--- src/rtl/uart_cfg_core.sv ---
// Configurable UART transmitter/receiver pair sharing one clock.
// TX and RX are fully independent; RX oversamples the line 16x per bit.
module uart_cfg_core #(
  parameter int CLK_FREQ  = 50000000,
  parameter int BAUD_RATE = 4800,
  parameter int DATA_BITS = 8,
  parameter int PARITY    = 0,
  parameter int STOP_BITS = 1
) (
  input  logic                 clk,
  input  logic                 rst,
  input  logic                 tx_start,
  input  logic [DATA_BITS-1:0] tx_data,
  output logic                 tx_out,
  output logic                 tx_busy,
  input  logic                 rx_in,
  output logic [DATA_BITS-1:0] rx_data,
  output logic                 rx_valid,
  output logic                 rx_parity_err,
  output logic                 rx_frame_err
);

  localparam int DIV     = CLK_FREQ / (BAUD_RATE * 16);
  localparam int BIT_CYC = 16 * DIV;
  localparam int CW      = (BIT_CYC > 1) ? $clog2(BIT_CYC) : 1;
  localparam int DW      = (DIV > 1) ? $clog2(DIV) : 1;

  // Refuse to elaborate with a divisor too small to oversample or an illegal frame format
  generate
    if (DIV < 2 || DATA_BITS < 5 || DATA_BITS > 8 || PARITY < 0 || PARITY > 2 ||
        STOP_BITS < 1 || STOP_BITS > 2) begin : g_bad_params
      $error("uart_cfg_core: illegal parameter combination");
    end
  endgenerate

  // ---------------------------------------------------------------- TX
  typedef enum logic [2:0] {TX_IDLE, TX_START, TX_DATA, TX_PARITY, TX_STOP} tx_state_t;

  tx_state_t              tx_state_reg, tx_state_next;
  logic [CW-1:0]          tx_cnt_reg, tx_cnt_next;
  logic [2:0]             tx_bit_reg, tx_bit_next;
  logic [DATA_BITS-1:0]   tx_shift_reg, tx_shift_next;
  logic                   tx_par_reg, tx_par_next;
  logic                   tx_out_reg, tx_out_next;
  logic                   tx_busy_reg, tx_busy_next;
  logic                   tx_bit_end;
  logic                   tx_accept;

  assign tx_bit_end = (tx_cnt_reg == CW'(BIT_CYC - 1));

  // TX state, bit timer and registered line outputs
  always_ff @(posedge clk) begin
    if (rst) begin
      tx_state_reg <= TX_IDLE;
      tx_cnt_reg   <= '0;
      tx_bit_reg   <= '0;
      tx_shift_reg <= '0;
      tx_par_reg   <= 1'b0;
      tx_out_reg   <= 1'b1;
      tx_busy_reg  <= 1'b0;
    end else begin
      tx_state_reg <= tx_state_next;
      tx_cnt_reg   <= tx_cnt_next;
      tx_bit_reg   <= tx_bit_next;
      tx_shift_reg <= tx_shift_next;
      tx_par_reg   <= tx_par_next;
      tx_out_reg   <= tx_out_next;
      tx_busy_reg  <= tx_busy_next;
    end
  end

  // TX next-state: a new frame may start from IDLE or in the very last stop-bit cycle,
  // so held tx_start yields back-to-back frames with no idle gap
  always_comb begin
    tx_state_next = tx_state_reg;
    tx_cnt_next   = tx_bit_end ? '0 : tx_cnt_reg + CW'(1);
    tx_bit_next   = tx_bit_reg;
    tx_shift_next = tx_shift_reg;
    tx_par_next   = tx_par_reg;
    tx_out_next   = tx_out_reg;
    tx_busy_next  = tx_busy_reg;
    tx_accept     = 1'b0;
    case (tx_state_reg)
      TX_IDLE: begin
        tx_cnt_next = '0;
        tx_out_next = 1'b1;
        if (tx_start) tx_accept = 1'b1;
      end
      TX_START: begin
        if (tx_bit_end) begin
          tx_state_next = TX_DATA;
          tx_bit_next   = '0;
          tx_out_next   = tx_shift_reg[0];
        end
      end
      TX_DATA: begin
        if (tx_bit_end) begin
          tx_shift_next = tx_shift_reg >> 1;
          if (tx_bit_reg == 3'(DATA_BITS - 1)) begin
            tx_bit_next = '0;
            if (PARITY != 0) begin
              tx_state_next = TX_PARITY;
              tx_out_next   = tx_par_reg;
            end else begin
              tx_state_next = TX_STOP;
              tx_out_next   = 1'b1;
            end
          end else begin
            tx_bit_next = tx_bit_reg + 3'd1;
            tx_out_next = tx_shift_reg[1];
          end
        end
      end
      TX_PARITY: begin
        if (tx_bit_end) begin
          tx_state_next = TX_STOP;
          tx_bit_next   = '0;
          tx_out_next   = 1'b1;
        end
      end
      TX_STOP: begin
        if (tx_bit_end) begin
          if (tx_bit_reg == 3'(STOP_BITS - 1)) begin
            if (tx_start) begin
              tx_accept = 1'b1;
            end else begin
              tx_state_next = TX_IDLE;
              tx_out_next   = 1'b1;
              tx_busy_next  = 1'b0;
            end
          end else begin
            tx_bit_next = tx_bit_reg + 3'd1;
          end
        end
      end
      default: begin
        tx_state_next = TX_IDLE;
        tx_out_next   = 1'b1;
        tx_busy_next  = 1'b0;
      end
    endcase
    if (tx_accept) begin
      tx_state_next = TX_START;
      tx_cnt_next   = '0;
      tx_bit_next   = '0;
      tx_shift_next = tx_data;
      tx_par_next   = (^tx_data) ^ (PARITY == 1);
      tx_out_next   = 1'b0;
      tx_busy_next  = 1'b1;
    end
  end

  assign tx_out  = tx_out_reg;
  assign tx_busy = tx_busy_reg;

  // ---------------------------------------------------------------- RX
  typedef enum logic [2:0] {RX_IDLE, RX_START, RX_DATA, RX_PARITY, RX_STOP, RX_WAIT_IDLE} rx_state_t;

  rx_state_t              rx_state_reg, rx_state_next;
  logic                   rx_meta_reg, rx_sync_reg;
  logic [DW-1:0]          rx_div_reg, rx_div_next;
  logic [3:0]             rx_tick_reg, rx_tick_next;
  logic [2:0]             rx_bit_reg, rx_bit_next;
  logic [DATA_BITS-1:0]   rx_shift_reg, rx_shift_next;
  logic                   rx_par_reg, rx_par_next;
  logic [DATA_BITS-1:0]   rx_data_reg, rx_data_next;
  logic                   rx_valid_reg, rx_valid_next;
  logic                   rx_perr_reg, rx_perr_next;
  logic                   rx_ferr_reg, rx_ferr_next;
  logic                   rx_tick;
  logic                   rx_bit_mid;

  assign rx_tick    = (rx_div_reg == DW'(DIV - 1));
  assign rx_bit_mid = rx_tick && (rx_tick_reg == 4'd15);

  // Two-flop synchroniser for the asynchronous serial input (idles high)
  always_ff @(posedge clk) begin
    if (rst) begin
      rx_meta_reg <= 1'b1;
      rx_sync_reg <= 1'b1;
    end else begin
      rx_meta_reg <= rx_in;
      rx_sync_reg <= rx_meta_reg;
    end
  end

  // RX state, prescaler, tick counter and result registers
  always_ff @(posedge clk) begin
    if (rst) begin
      rx_state_reg <= RX_IDLE;
      rx_div_reg   <= '0;
      rx_tick_reg  <= '0;
      rx_bit_reg   <= '0;
      rx_shift_reg <= '0;
      rx_par_reg   <= 1'b0;
      rx_data_reg  <= '0;
      rx_valid_reg <= 1'b0;
      rx_perr_reg  <= 1'b0;
      rx_ferr_reg  <= 1'b0;
    end else begin
      rx_state_reg <= rx_state_next;
      rx_div_reg   <= rx_div_next;
      rx_tick_reg  <= rx_tick_next;
      rx_bit_reg   <= rx_bit_next;
      rx_shift_reg <= rx_shift_next;
      rx_par_reg   <= rx_par_next;
      rx_data_reg  <= rx_data_next;
      rx_valid_reg <= rx_valid_next;
      rx_perr_reg  <= rx_perr_next;
      rx_ferr_reg  <= rx_ferr_next;
    end
  end

  // RX next-state: start mid-point after 8 ticks, then one sample every 16 ticks
  always_comb begin
    rx_state_next = rx_state_reg;
    rx_div_next   = rx_tick ? '0 : rx_div_reg + DW'(1);
    rx_tick_next  = rx_tick ? rx_tick_reg + 4'd1 : rx_tick_reg;
    rx_bit_next   = rx_bit_reg;
    rx_shift_next = rx_shift_reg;
    rx_par_next   = rx_par_reg;
    rx_data_next  = rx_data_reg;
    rx_valid_next = 1'b0;
    rx_perr_next  = rx_perr_reg;
    rx_ferr_next  = rx_ferr_reg;
    case (rx_state_reg)
      RX_IDLE: begin
        if (!rx_sync_reg) begin
          rx_state_next = RX_START;
          rx_div_next   = '0;
          rx_tick_next  = '0;
        end
      end
      RX_START: begin
        if (rx_tick && rx_tick_reg == 4'd7) begin
          rx_tick_next  = '0;
          rx_bit_next   = '0;
          rx_state_next = rx_sync_reg ? RX_IDLE : RX_DATA;
        end
      end
      RX_DATA: begin
        if (rx_bit_mid) begin
          rx_shift_next = {rx_sync_reg, rx_shift_reg[DATA_BITS-1:1]};
          if (rx_bit_reg == 3'(DATA_BITS - 1)) begin
            rx_state_next = (PARITY != 0) ? RX_PARITY : RX_STOP;
          end else begin
            rx_bit_next = rx_bit_reg + 3'd1;
          end
        end
      end
      RX_PARITY: begin
        if (rx_bit_mid) begin
          rx_par_next   = rx_sync_reg;
          rx_state_next = RX_STOP;
        end
      end
      RX_STOP: begin
        if (rx_bit_mid) begin
          rx_valid_next = 1'b1;
          rx_data_next  = rx_shift_reg;
          rx_perr_next  = (PARITY != 0) && (rx_par_reg != ((^rx_shift_reg) ^ (PARITY == 1)));
          rx_ferr_next  = !rx_sync_reg;
          rx_state_next = rx_sync_reg ? RX_IDLE : RX_WAIT_IDLE;
        end
      end
      RX_WAIT_IDLE: begin
        if (rx_sync_reg) rx_state_next = RX_IDLE;
      end
      default: rx_state_next = RX_IDLE;
    endcase
  end

  assign rx_data       = rx_data_reg;
  assign rx_valid      = rx_valid_reg;
  assign rx_parity_err = rx_perr_reg;
  assign rx_frame_err  = rx_ferr_reg;

endmodule

--- config.mk ---
export PLATFORM = sky130hd
export DESIGN_NAME = uart_cfg_core
export DESIGN_NICKNAME = d
export VERILOG_FILES = /design/src/rtl/uart_cfg_core.sv
export SDC_FILE = /design/constraint.sdc
export NUM_CORES = 1
export LEC_CHECK = 0
export ABC_AREA = 0
export CORE_MARGIN = 3
export CORE_UTILIZATION = 50
export CTS_BUF_LIST = sky130_fd_sc_hd__clkbuf_4 sky130_fd_sc_hd__clkbuf_8 sky130_fd_sc_hd__clkbuf_16
export DETAILED_ROUTE_END_ITERATION = 6
export PLACE_DENSITY_LB_ADDON = 0.05
export SLEW_MARGIN = 10
export SYNTH_ARGS = -nofsm -noshare
export SYNTH_HDL_FRONTEND = slang
export SYNTH_SLANG_ARGS = --single-unit
--- constraint.sdc ---
create_clock -name clk -period 2.8 [get_ports clk]
set_input_delay 0.7 -clock clk [delete_from_list [all_inputs] [get_ports clk]]
set_output_delay 0.7 -clock clk [all_outputs]
set_load 0.01 [all_outputs]
==> metrics.yaml <==
gr-usage-all-layers_pct: 17.54
port_buffers: 23
swShare_pct: 24.62
worstMarginPinSlew_ps: 558.5
critPathArrivalTime_ps: 2490
post_cts_buffers: 0
grt-ovfl-total: 0
fin_crit_ps: 2238
p_leak_uw: 0.001413
dpl_cell_area_um2: 3453
fin_tns_setup_ps: 0
dieArea_um2: 7341
antenna_found_initial: 0
crit_path_end_kind: "flip-flop"
cts.clk_slew.worst_paths_ps: 70
area_growth_pct: 13.91
hold_viol: 0
crit_required_ps: 3050
coreArea_um2: 6026
path_class: "reg2reg"
clkPwrFrac_pct: 35.1
hold_path.startpoint: "rx_meta_reg$_SDFF_PP1_"
yosys_warnings: 0
grt_pass1_wl_mm: 10.50
startpoint_type: "flip-flop"
synthCells: 359
clkSinkCount: 70
drv_slew: 0
slew_headroom_pct: 62.66
place_hpwl_mm: 4.081
min_path_type: "reg2reg"
fin_ws_ps: 561.9
io_pins: 25
firstDrtPassIters: 4
die_w_um: 85.68
cap_violations: 0
synth_flop_cell: "dfxtp_1"
synth_seq_area_share_pct: 44.15
drt_iter0_drc: 71
async_flop_share_pct: 0
intPower_uw: 1470
gp_congestion: 0.8559
cts_tree: "done"
synth_edf_count: 0
power.switching_uw: 480.1
post-route-cell-area_um2: 3616
fmax_mhz: 446.8
powerDensity_nw_per_um2: 539.3
clk_path_buf_depth: 2
p_total_uw: 1950
grt_pass1_vias: 2364
outcome: "completed"
hold_buffers: 0
hold_ws_ps: 412.5
rsz0062_at_grt: "false"
synth_area_um2: 3174
largest_reg_flops: 14
syn_avg_cell_area_um2: 8.842
r2r_slack_ps: 560
holdPathEnd: "rx_sync_reg$_SDFF_PP1_"
numCtsBuffers: 9
ant_nets: 0
routed_wl_mm: 5.844
min_path_cells: 1
rr_worst_depth: 6
r2r-end: "tx_bit_reg[0]$_SDFFE_PP0P_"
drive_above_1_share_pct: 7.592
vias: 2476
clock-root-buffer: "clkbuf_8"
fillCellCount: 553
vias_per_cell: 5.418
antennaDiodeCount: 0
synthDistinctLibCells: 50
nets: 400
clock_latency_ps: 330
rows: 28
pre_cts_slack_ps: 562.1
fin_skew_ps: 8.173
p_comb_share_pct: 10.2
setup_viol: 0
synth_nets: 380
cts_resized: 0
worst-path-max-fanout: 11
p_seq_share_pct: 54.7
htreeDepth: 3
ys_ff_latch: 70
fp.dieH_um: 85.68
initial_utilization_pct: 52.68
wl_per_cell_um: 12.79
drcViolationCount: 0
reg2reg_from: "tx_cnt_reg[8]$_SDFF_PP0_"
fin_crit_sh_pct: 79.93
irDropWorstVdd_uv: 310.5
grt_max_degree: 34
## worst max-delay path by stage
| stage | from | cells past startpoint | to | slack (ps) |
|---|---|---|---|---|
| 4_1_cts | tx_cnt_reg[8]$_SDFF_PP0_ | 5 | tx_shift_reg[3]$_SDFFE_PP0P_ | 550 |
| 3_5_place_dp | tx_cnt_reg[8]$_SDFF_PP0_ | 6 | tx_bit_reg[1]$_SDFFE_PP0P_ | 560 |
| 3_3_place_gp | tx_cnt_reg[8]$_SDFF_PP0_ | 6 | tx_bit_reg[1]$_SDFFE_PP0P_ | 620 |
| 5_1_grt | rx_div_reg[7]$_SDFF_PP0_ | 5 | rx_frame_err$_SDFFE_PP0P_ | 390 |
| 2_1_floorplan | tx_cnt_reg[8]$_SDFF_PP0_ | 6 | tx_shift_reg[0]$_SDFFE_PP0P_ | 730 |
| 6_report | tx_cnt_reg[8]$_SDFF_PP0_ | 6 | tx_bit_reg[0]$_SDFFE_PP0P_ | 560 |
## layer usage
metal  global-route usage (%)  vias to the layer above  part of all wire [%]
met5                        0                        -                     0
met4                    5.612                        0                   1.3
met3                    5.860                        9                   3.0
met2                    28.25                       31                    46
met1                    22.22                     1147                    49
li1                         -                     1289                     -
## cells in the final DEF (no fill, tap or decap), types with 3 or more instances in the layout
cell	instances
a21oi_1	23
inv_1	11
nand3_1	18
mux2i_1	19
nand2_1	20
nor4_1	3
dfxtp_1	70
or2_2	3
clkbuf_8	10
a22oi_1	3
nor3b_1	4
nand4_1	6
ha_1	9
nor3_1	8
a211oi_1	8
or3_1	4
clkdlybuf4s50_1	23
xor2_1	9
o21ai_0	10
and3_1	6
xnor2_1	15
nor2_1	58
buf_4	4
## kinds of logic (layout without fill, tap and decap cells)
family | Yosys count | after routing | share of synthesized area [%]
buf+inv | 29 | 52 | 3.666
flops | 70 | 70 | 44.15
fa+ha+maj | 9 | 9 | 3.548
xor+xnor | 24 | 24 | 6.622
mux | 19 | 19 | 5.991
simple gates | 149 | 149 | 24.24
compound gates | 58 | 58 | 11.67
other cells | 1 | 1 | 0.1181
## worst max-delay path, cell delays in order (launching register included)
cell	delay [ps]
dfxtp_1	340
or4b_4	560
nor4_4	290
buf_4	220
o21ai_1	160
or3_1	380
a211oi_1	210
## layout make-up
class                   count  area (µm²)  share of cell area (%)
clock inverters             2       10.01                  0.2768
well taps                  75       93.84                   2.595
repair buffers             27       260.3                   7.197
multi-input cells         260        1657                   45.81
flip-flops and latches     70        1401                   38.75
clock buffers              12       152.6                   4.221
inverters                  11       41.29                   1.142
## power groups by stage
| stage | logic, µW | clock network (µW) | registers (µW) |
|---|---|---|---|
| after floorplan | 150 | 0 | 1070 |
| after global placement | 198 | 0 | 1090 |
| after detailed placement | 200 | 0 | 1090 |
| after CTS | 201 | 716 | 1070 |
| after global routing | 228 | 753 | 1070 |
| final | 199 | 685 | 1070 |
## cell usage after synthesis (all sizes together), types with 3 or more instances
| master | count | share of area (%) |
|---|---|---|
| dfxtp | 70 | 44 |
| or4 | 3 | 0.83 |
| a22oi | 3 | 0.71 |
| nor3 | 8 | 1.3 |
| a211oi | 8 | 1.9 |
| or2 | 3 | 0.59 |
| o21ai | 11 | 1.7 |
| xor2 | 9 | 2.5 |
| nand3 | 18 | 2.8 |
| ha | 9 | 3.5 |
| and3 | 6 | 1.2 |
| nor3b | 4 | 0.95 |
| nor2 | 58 | 6.9 |
| a21oi | 24 | 4.1 |
| buf | 6 | 0.95 |
| nor4 | 4 | 1.3 |
| or3 | 4 | 0.79 |
| mux2i | 19 | 6.0 |
| clkbuf | 12 | 1.4 |
| xnor2 | 15 | 4.1 |
| nand4 | 6 | 1.2 |
| inv | 11 | 1.3 |
| and2 | 3 | 0.63 |
| nand2 | 20 | 2.4 |
## stage by stage
step                      cells  utilization [%]
after floorplan             359                -
after detailed placement    443            57.31
after global routing        457            60.01
final                       457            60.01
after global placement      443            57.31
after CTS                   457            60.01
Power figures use the tool's default switching activity.
